<file path="src/rtl/rr_arbiter4_pkg.sv">
// ============================================================================
// rr_arbiter4_pkg : shared types and constants for the 4-way round-robin arbiter
// Revision 1.0 - initial release
// ============================================================================
`default_nettype none

package rr_arbiter4_pkg;

    localparam int NUM_REQ = 4;
    localparam int SEL_W   = 2;

    typedef enum logic [0:0] {
        ST_IDLE = 1'b0,
        ST_OWN  = 1'b1
    } state_e;

    // 2-to-4 decode of an owner index into its one-hot grant
    function automatic logic [NUM_REQ-1:0] dec_onehot(input logic [SEL_W-1:0] idx);
        logic [NUM_REQ-1:0] v;
        v      = '0;
        v[idx] = 1'b1;
        return v;
    endfunction

endpackage

`default_nettype wire

</file>
<file path="src/rtl/rr_arbiter4_pick4.sv">
// ============================================================================
// rr_pick4 : combinational round-robin picker, search starts just after ptr
// Revision 1.0 - initial release
// ============================================================================
`default_nettype none

module rr_pick4
    import rr_arbiter4_pkg::*;
(
    input  logic [NUM_REQ-1:0] req_i,
    input  logic [SEL_W-1:0]   ptr_i,
    output logic [SEL_W-1:0]   winner_o,
    output logic               any_o
);

    logic [SEL_W-1:0] w_idx;

    // Walk from the farthest offset to the nearest so the nearest set bit wins
    always_comb begin
        winner_o = ptr_i;
        w_idx    = '0;
        for (int i = NUM_REQ; i >= 1; i--) begin
            w_idx = ptr_i + SEL_W'(i);
            if (req_i[w_idx]) begin
                winner_o = w_idx;
            end
        end
    end

    assign any_o = |req_i;

endmodule

`default_nettype wire

</file>
<file path="src/rtl/rr_arbiter4.sv">
// ============================================================================
// rr_arbiter4 : 4-requester round-robin arbiter with hold timeout
// Revision 1.0 - initial release
// ============================================================================
`default_nettype none

module rr_arbiter4
    import rr_arbiter4_pkg::*;
#(
    parameter int HOLD_MAX = 15,
    parameter int CNT_W    = 4
) (
    input  logic         clk,
    input  logic         rst_n,
    input  logic [3:0]   req_i,
    input  logic [3:0]   done_i,
    output logic [1:0]   sel_o,
    output logic [3:0]   gnt_o,
    output logic         busy_o,
    output logic         timeout_o
);

    localparam logic [CNT_W-1:0] C_HOLD = HOLD_MAX[CNT_W-1:0];

    state_e             state_q, state_d;
    logic [SEL_W-1:0]   sel_q,   sel_d;
    logic [NUM_REQ-1:0] gnt_q,   gnt_d;
    logic [SEL_W-1:0]   ptr_q,   ptr_d;
    logic [CNT_W-1:0]   cnt_q,   cnt_d;
    logic               timeout_q, timeout_d;

    logic [SEL_W-1:0]   w_winner;
    logic               w_any;
    logic               w_at_max;
    logic               w_release;

    rr_pick4 u_pick (
        .req_i    (req_i),
        .ptr_i    (ptr_q),
        .winner_o (w_winner),
        .any_o    (w_any)
    );

    assign w_at_max  = (cnt_q == C_HOLD);
    assign w_release = done_i[sel_q] | ~req_i[sel_q] | w_at_max;

    always_comb begin
        state_d   = state_q;
        sel_d     = sel_q;
        gnt_d     = gnt_q;
        ptr_d     = ptr_q;
        cnt_d     = cnt_q;
        timeout_d = 1'b0;
        case (state_q)
            ST_IDLE: begin
                gnt_d = '0;
                if (w_any) begin
                    state_d = ST_OWN;
                    sel_d   = w_winner;
                    gnt_d   = dec_onehot(w_winner);
                    ptr_d   = w_winner;
                    cnt_d   = CNT_W'(1);
                end
            end
            ST_OWN: begin
                if (w_release) begin
                    state_d   = ST_IDLE;
                    gnt_d     = '0;
                    // A coincident done or dropped request is a normal release
                    timeout_d = w_at_max & ~done_i[sel_q] & req_i[sel_q];
                end else begin
                    cnt_d = cnt_q + CNT_W'(1);
                end
            end
            default: begin
                state_d = ST_IDLE;
                gnt_d   = '0;
            end
        endcase
    end

    always_ff @(posedge clk or negedge rst_n) begin
        if (!rst_n) begin
            state_q   <= ST_IDLE;
            sel_q     <= '0;
            gnt_q     <= '0;
            ptr_q     <= 2'b11;
            cnt_q     <= '0;
            timeout_q <= 1'b0;
        end else begin
            state_q   <= state_d;
            sel_q     <= sel_d;
            gnt_q     <= gnt_d;
            ptr_q     <= ptr_d;
            cnt_q     <= cnt_d;
            timeout_q <= timeout_d;
        end
    end

    assign sel_o     = sel_q;
    assign gnt_o     = gnt_q;
    assign busy_o    = (state_q == ST_OWN);
    assign timeout_o = timeout_q;

endmodule

`default_nettype wire

</file>
<file path="config.mk">
export PLATFORM = sky130hd
export DESIGN_NAME = rr_arbiter4
export DESIGN_NICKNAME = d
export VERILOG_FILES = /design/src/rtl/rr_arbiter4_pkg.sv /design/src/rtl/rr_arbiter4_pick4.sv /design/src/rtl/rr_arbiter4.sv
export SDC_FILE = /design/constraint.sdc
export NUM_CORES = 1
export LEC_CHECK = 0
export BUFFER_PORTS_ARGS = -buffer_cell sky130_fd_sc_hd__buf_2
export CAP_MARGIN = 20
export CORE_UTILIZATION = 35
export DETAILED_ROUTE_END_ITERATION = 7
export PLACE_DENSITY_LB_ADDON = 0.25
export SKIP_LAST_GASP = 1
export SLEW_MARGIN = 10
export SYNTH_ARGS = -nofsm -noshare
export SYNTH_HDL_FRONTEND = slang
export SYNTH_SLANG_ARGS = --single-unit
</file>
<file path="constraint.sdc">
create_clock -name clk -period 2.2 [get_ports clk]
set_input_delay 0.33 -clock clk [delete_from_list [all_inputs] [get_ports clk]]
set_output_delay 0.33 -clock clk [all_outputs]
set_load 0.02 [all_outputs]
</file>
Yosys cells after proc, flatten, opt, wreduce, memory -nomap -nowiden
Index checks and enable logic that the tools add are counted.
{ "classes": {"n_lt_le_gt_ge": 6, "n_eq_ne": 4, "addsub": 4, "n_reduce_logical": 4, "mux": 26, "bitwise_logic": 7} }
{ "op_table": {"columns": ["op", "count"], "rows": [
  ["2-to-1 mux 4 bit", 4],
  ["one-hot mux 4 bit (2 select lines)", 2],
  ["less-than comparator 2 x 3 -> 1 bit (second input constant)", 5],
  ["binary-select mux 1 bit (select 2 bit)", 5],
  ["2-to-1 mux 1 bit", 10],
  ["2-to-1 mux 2 bit", 3],
  ["adder 2 bit (second input constant)", 2],
  ["adder 4 x 1 -> 4 bit (second input constant)", 1],
  ["equality test 4 bit (second input constant)", 1],
  ["!= test 2 x 1 -> 1 bit (second input constant)", 2],
  ["AND reduction 2 bit", 2],
  ["OR reduction 4 bit", 1],
  ["NOT 1 bit", 3],
  ["adder 2 x 1 -> 2 bit (second input constant)", 1],
  ["bitwise AND 1 bit", 2],
  ["demux 1 bit (select 2 bit)", 1],
  ["greater-or-equal comparator 2 x 1 -> 1 bit (second input constant)", 1],
  ["!= test 2 bit (second input constant)", 1],
  ["bitwise OR 1 bit", 2],
  ["one-hot mux 1 bit (2 select lines)", 1],
  ["logical AND 1 bit", 1]
]} }
{ "totals": {"word_cells": 57, "register_bits": 14, "input_bits": 10, "out_inout_bits": 8} }

Depth between registers and ports, before layout
Gate-level depths: netlist of the first run.
{ "depth": {"ltp_word": 12, "ltp_mapped": 5, "depth_no_buf": 4} }

By module
Synthesis of the first run repeated with hierarchy kept, for this count alone.
{ "hier_totals": {"cells_unflattened": 73, "hier_area_um2": 714.4} }
{ "by_module_without_submodules": {"columns": ["module", "instances", "area_per_inst_um2", "cells_each", "seq_area_each_um2"], "rows": [
  ["rr_arbiter4", 1, 641.9, 59, 352.8],
  ["rr_pick4", 1, 72.6, 14, 0.0]
]} }

Worst setup path after synthesis of the first run
No wires, ideal clock.
{ "synth_timing": {"path_kind": "register to register", "startpoint": "register sel_q[1], in the netlist sel_o[1]", "endpoint": "register cnt_q[1]", "stages_incl_launch_ff": 5, "n_path_buf": 1, "arrival_ns": 1.632, "setup_ns": 0.125, "path_slack_ns": 0.443, "period_less_slack_ns": 1.757, "required_ns": 2.075, "cell_sequence": "dfrtp_1 mux4_2 and3_1 buf_6 mux2_4"} }
{ "synth_between": {"elab_chain_len": 7, "elab_cells_between_ends": 9, "cone_classes": "eq/ne (1); mux (4); bitwise (3); reduce/logical (1)"} }
{ "synth_lines": {"columns": ["item", "line", "rtl"], "rows": [
  ["start: declaration", "rr_arbiter4.sv:26", "logic [SEL_W-1:0] sel_q, sel_d;"],
  ["start signal: assignment", "rr_arbiter4.sv:92", "sel_q <= sel_d;"],
  ["binary-select mux 1 bit (select 2 bit)", "rr_arbiter4.sv:45", "assign w_release = done_i[sel_q] | ~req_i[sel_q] | w_at_max;"],
  ["2-to-1 mux 1 bit (not written as such)", "rr_arbiter4.sv:45", null],
  ["NOT 1 bit", "rr_arbiter4.sv:45", null],
  ["bitwise OR 1 bit (*) (2 in series)", "rr_arbiter4.sv:45", null],
  ["!= test 2 bit (no line) (*)", null, null],
  ["AND reduction 2 bit (no line) (*)", null, null],
  ["end signal: assignment", "rr_arbiter4.sv:95", "cnt_q <= cnt_d;"],
  ["end: declaration", "rr_arbiter4.sv:29", "logic [CNT_W-1:0] cnt_q, cnt_d;"]
]} }
Every way passes the cells marked *; elsewhere a longest branch is shown, timed or not. The select of a mux whose other input is x is not followed.
A chain may end at the register's enable or synchronous reset.

Final worst setup path of the first run
Ends and elaborated chain as after synthesis.

==> results of run 1 <==
## sequential cells by signal, summed over array words and instances, names as in the netlist
| register | cells |
|---|---|
| sel_o | 2 |
| ptr_q | 2 |
| busy_o | 1 |
| gnt_o | 4 |
| cnt_q | 4 |
| timeout_o | 1 |
## cell families after synthesis
kind of cell,share of synthesized area
AO/OA/AOI/OAI,0.163
adder cells (fa/ha/maj),0.0175
buffers and inverters,0.0263
flip-flops,0.495
multiplexers,0.0982
AND/OR/NAND/NOR,0.200
## power groups by stage
stage / registers (mW) / clock network [mW] / logic (mW)
after detailed placement: 0.461 / 0 / 0.480
final: 0.455 / 0.151 / 0.478
after global placement: 0.458 / 0 / 0.472
after CTS: 0.456 / 0.160 / 0.483
after global routing: 0.471 / 0.170 / 0.525
after floorplan: 0.520 / 0 / 0.276
## through the flow
stage / area (um2) / instances / hold slack (ns)
CTS: 858 / 111 / 0.457
detailed placement: 822 / 106 / 0.244
global route: 858 / 111 / 0.478
global placement: 822 / 106 / 0.243
floorplan: 713 / 65 / 0.0344
finish: 858 / 111 / 0.462
## per-layer routing
layer	GRT usage	part of all wire	vias to the layer above
met3	0.0346	0.060	4
li1	-	-	281
met1	0.186	0.47	274
met2	0.217	0.45	21
met4	0.103	0.017	0
met5	0	0	-
## cell type report
class	instances	area, um2
Tap cell	25	31.3
Multi-Input combinational cell	48	342
Timing Repair Buffer	19	103
Fill cell	181	962
Clock buffer	4	26.3
Inverter	1	3.75
Sequential cell	14	353
## repair_timing
action,4_1_cts,5_1_grt
resized for setup,0,0
setup endpoints to repair,0,0
hold endpoints to repair,12,0
hold buffers,1,0
## worst reg2reg max path, stage by stage, from the launching register on
cell	delay (ns)
dfrtp_1	0.40
mux4_2	0.57
and3_1	0.29
mux2_4	0.32
## cell usage after synthesis (all sizes together), types with 2 or more instances
cell type | count | share of area
or2b | 2 | 0.021
o21a | 3 | 0.032
and3 | 2 | 0.018
nand2 | 3 | 0.016
nor2b | 7 | 0.061
mux2 | 3 | 0.053
nor2 | 6 | 0.032
o2bb2ai | 2 | 0.025
nand3 | 3 | 0.021
dfrtp | 12 | 0.42
a32o | 2 | 0.028
o21ai | 4 | 0.028
dfstp | 2 | 0.074
## how the worst min path moves through the flow
stage / slack, ns / endpoint / cells past startpoint / startpoint
floorplan: 0.03 / busy_o$_DFF_PN0_ / 0 / rst_n
global placement: 0.24 / gnt_o[2]$_DFFE_PN0P_ / 1 / rst_n
detailed placement: 0.24 / gnt_o[0]$_DFFE_PN0P_ / 1 / rst_n
CTS: 0.46 / cnt_q[0]$_DFFE_PN0P_ / 2 / rst_n
global route: 0.48 / cnt_q[0]$_DFFE_PN0P_ / 2 / rst_n
finish: 0.46 / cnt_q[0]$_DFFE_PN0P_ / 2 / rst_n
==> out/metrics.yaml, run 1 <==
status: "complete, no violations"
syn_avg_cell_area_um2: 11.0
wire_per_inst_um: 12.5
crit_chain: "mux4_2, and3_1, mux2_4"
setup_violations: 0
post-route-min-period_ns: 1.71
clkLatencyLatePin_ns: 0.28
seqPwrFrac: 0.420
period_share: 0.776
fmax_ghz: 0.586
start_util: 0.392
worst_slack_ns: 0.494
pre_cts_ws_ns: 0.359
crit_family: "multiplexers"
r2r-end: "cnt_q[1]$_DFFE_PN0P_"
wl_um: 1390
dr.pass1.iters: 4
drcViolationCount: 0
mostFrequentLayoutCells: "17 x buf_2, 12 x dfrtp_1, 7 x nor2b_1"
syn_to_final_growth_pct: 20.4
cp-startpoint: "sel_o[1]$_DFFE_PN0P_"
endpoint: "cnt_q[1]$_DFFE_PN0P_"
p_sw_frac: 0.399
p_clk_frac: 0.139
synth_ff_type: "dfrtp_1"
ff2ff_setup_slack_ns: 0.49
r2r_cells: 3
synth_nets: 76
yosys_warnings: 0
yosysSeqAreaShare: 0.495
setup_tns_ns: 0
synth_area_um2: 713
total_power_mw: 1.08
slew-limit-headroom: 0.792
async_reset_ff_frac: 1.00
overflow: 0
ir_drop_mv: 0.609
die_h_um: 47.1
power.internal_mw: 0.652
worst_ep_required_time_ns: 2.36
crit_type: "flip-flop to flip-flop"
avgViaCountPerCell: 5.23
p_comb_frac: 0.441
ios: 18
drtIter0Drc: 10
clkTransAtPathRegs_ns: 0.09
critical_path_arrival_ns: 1.87
diodes: 0
die_area_um2: 2220
layout_commonest_cell: "buf_2"
critPathSlowestCell: "mux4_2"
cp.depth: 3
ctsLongestPathBuffers: 2
ant_nets: 0
grt_pass1_wl_um: 2120
drive_gt1_frac: 0.314
ys_seq_elements: 14
htreeDepth: 1
portBuffers: 17
hold_path.class: "input port to async pin"
rsz0062_at_grt: "false"
path_buf_inv: 0
reg2reg_from: "sel_o[1]$_DFFE_PN0P_"
p_leak_nw: 0.392
cp_max_fo: 7
drv_slew: 0
cts_sinks: 14
cap_violations: 0
start_kind: "flip-flop"
final_util: 0.471
switchingPower_mw: 0.432
end_kind: "flip-flop"
antenna_found_initial: 0
skew_ns: 0.0110
via_count: 580
slowest_delay_ns: 0.57
dieWidth_um: 47.1
power.density_nw_per_um2: 1260
numCtsBuffers: 3
worst_slew_pin_slew_ns: 0.310
syn_inst: 65
coreArea_um2: 1820
grt_max_degree: 15
post_cts_buffers: 0
grt_usage: 0.146
grt_pass1_vias: 497
final_net_count: 98
ys_types: 29
cts_tree: "yes"
root_buffer: "clkbuf_4"
synth-edff-count: 0
gp_congestion: 0.744
hold_viol_final: 0
rows: 15
No activity file was read; power rests on OpenSTA's default activity.
==> run 2, diff against run 1 <==
- clock period: 2.2 -> 1.4 ns (I/O delays scaled with it)
==> out/metrics.yaml, run 2 (same netlist as run 1, synthesis figures left out) <==
status: "complete, but fails checks"  # was complete, no violations
violations: "setup timing"
gp_congestion: 0.821  # was 0.744
skew_ns: 0.0167  # was 0.0110 ns
antenna_found_initial: 0  # unchanged
hold_path.class: "input port to async pin"  # unchanged
cp-startpoint: "sel_o[1]$_DFFE_PN0P_"  # unchanged
place_hpwl_um: 1180
cap_violations: 0  # unchanged
start_util: 0.392  # unchanged
worst_slack_ns: -0.109  # was 0.494 ns
ff_latch_area_um2: 354  # was 353 um2
rows: 15  # unchanged
layout_commonest_cell: "buf_2"  # unchanged
avgViaCountPerCell: 5.01  # was 5.23
ant_nets: 0  # unchanged
dp.cells: 118  # was 106
drv_slew: 0  # unchanged
via_count: 621  # was 580
fill_cells: 183  # was 181
cts_sinks: 14  # unchanged
fmax_ghz: 0.663  # was 0.586 GHz
htreeDepth: 1  # unchanged
crit_type: "flip-flop to flip-flop"  # unchanged
mostFrequentLayoutCells: "17 x buf_2, 14 x buf_4, 11 x dfrtp_1"  # was 17 x buf_2, 12 x dfrtp_1, 7 x nor2b_1
critical_path_arrival_ns: 1.68  # was 1.87 ns
grt_pass1_wl_um: 2500  # was 2120 um
ctsLongestPathBuffers: 2  # unchanged
drtIter0Drc: 2  # was 10
reg2reg_from: "sel_o[1]$_DFFE_PN0P_"  # unchanged
root_buffer: "clkbuf_4"  # unchanged
clkTransAtPathRegs_ns: 0.09  # about the same
end_kind: "flip-flop"  # unchanged
rsz0062_at_grt: "true"  # was false
slew-limit-headroom: 0.790  # was 0.792
syn_to_final_growth_pct: 37.9  # was 20.4%
ir_drop_mv: 1.31  # was 0.609 mV
final_net_count: 111  # was 98
dr.pass1.iters: 4  # unchanged
post-route-min-period_ns: 1.51  # was 1.71 ns
grt_max_degree: 15  # unchanged
drive_gt1_frac: 0.465  # was 0.314
coreArea_um2: 1820  # unchanged
clkLatencyLatePin_ns: 0.28  # about the same
final_cells: 124  # was 111
portBuffers: 17  # unchanged
p_leak_nw: 0.454  # was 0.392 nW
overflow: 0  # unchanged
grt_pass1_vias: 628  # was 497
worst_slew_pin_slew_ns: 0.315  # was 0.310 ns
grt_usage: 0.164  # was 0.146
holdWs_ns: 0.342  # was 0.462 ns
hold_viol_final: 0  # unchanged
drcViolationCount: 0  # unchanged
power.density_nw_per_um2: 1950  # was 1260 nW/um2
placed_area_um2: 918  # was 822 um2
diodes: 0  # unchanged
numCtsBuffers: 3  # unchanged
cts_tree: "yes"  # unchanged
start_kind: "flip-flop"  # unchanged
cp_max_fo: 7  # unchanged
die_area_um2: 2220  # unchanged
multiInputGateArea_um2: 368  # was 342 um2
wl_um: 1590  # was 1390 um
dieWidth_um: 47.1  # unchanged
worst_ep_required_time_ns: 1.57  # was 2.36 ns
die_h_um: 47.1  # unchanged
period_share: 1.08  # was 0.776
wire_per_inst_um: 12.8  # was 12.5 um
total_power_mw: 1.92  # was 1.08 mW
final_area_um2: 983  # was 858 um2
ios: 18  # unchanged
setup_violations: 6  # was 0
[run 2: cell type report]
| class | count | share of cell area |
|---|---|---|
| inverter | 1 | 0.00382 |
| sequential | 14 | 0.360 |
| clock buffer | 4 | 0.0267 |
| timing repair buffer | 32 | 0.204 |
| multi-input combinational | 48 | 0.374 |
| tap | 25 | 0.0318 |
[run 2: path summary, 6_finish.rpt]
kind                       slack, ns  depth (start not counted)              endpoint
min                             0.34                          2  cnt_q[3]$_DFFE_PN0P_
max                            -0.11                          3  cnt_q[1]$_DFFE_PN0P_
min reg2reg                     0.51                          1  gnt_o[3]$_DFFE_PN0P_
max in group asynchronous       0.75                          2  ptr_q[0]$_DFFE_PN1P_
min in group clk                0.51                          1  gnt_o[3]$_DFFE_PN0P_
max reg2reg                    -0.11                          3  cnt_q[1]$_DFFE_PN0P_
[run 2: critical path: stages, from the launching register on]
cell and delay, ns:
dfrtp_2 0.38, mux4_2 0.53, and3_4 0.20, mux2_4 0.29
[run 2: repair_timing]
action,4_1_cts,5_1_grt
pin swaps,1,1
gates resized for setup,2,4
setup endpoints to repair,8,12
setup buffers,0,1
endpoints found under the hold margin,12,0
hold buffers,1,0
[run 2: stage by stage]
| step | util | TNS, ns | worst slack, ns |
|---|---|---|---|
| detailed placement | 0.504 | -0.601 | -0.177 |
| floorplan | - | -1.23 | -0.289 |
| finish | 0.540 | -0.348 | -0.109 |
| CTS | 0.530 | -0.337 | -0.125 |
| global placement | 0.504 | -0.431 | -0.145 |
| global route | 0.540 | -0.582 | -0.144 |
[run 2: where the power goes]
part	total [mW]	switching [mW]	internal, mW
Combinational	0.991	0.505	0.486
Sequential	0.696	0.113	0.582
Clock	0.235	0.124	0.110
Total	1.92	0.742	1.18
[run 2: layer usage]
metal / wire (um) / part of all wire / vias to the layer above / GRT usage
li1: - / - / 311 / -
met1: 703 / 0.44 / 289 / 0.203
met2: 787 / 0.50 / 17 / 0.269
met3: 64 / 0.040 / 4 / 0.0346
met4: 31 / 0.020 / 0 / 0.0857
met5: 0 / 0 / - / 0
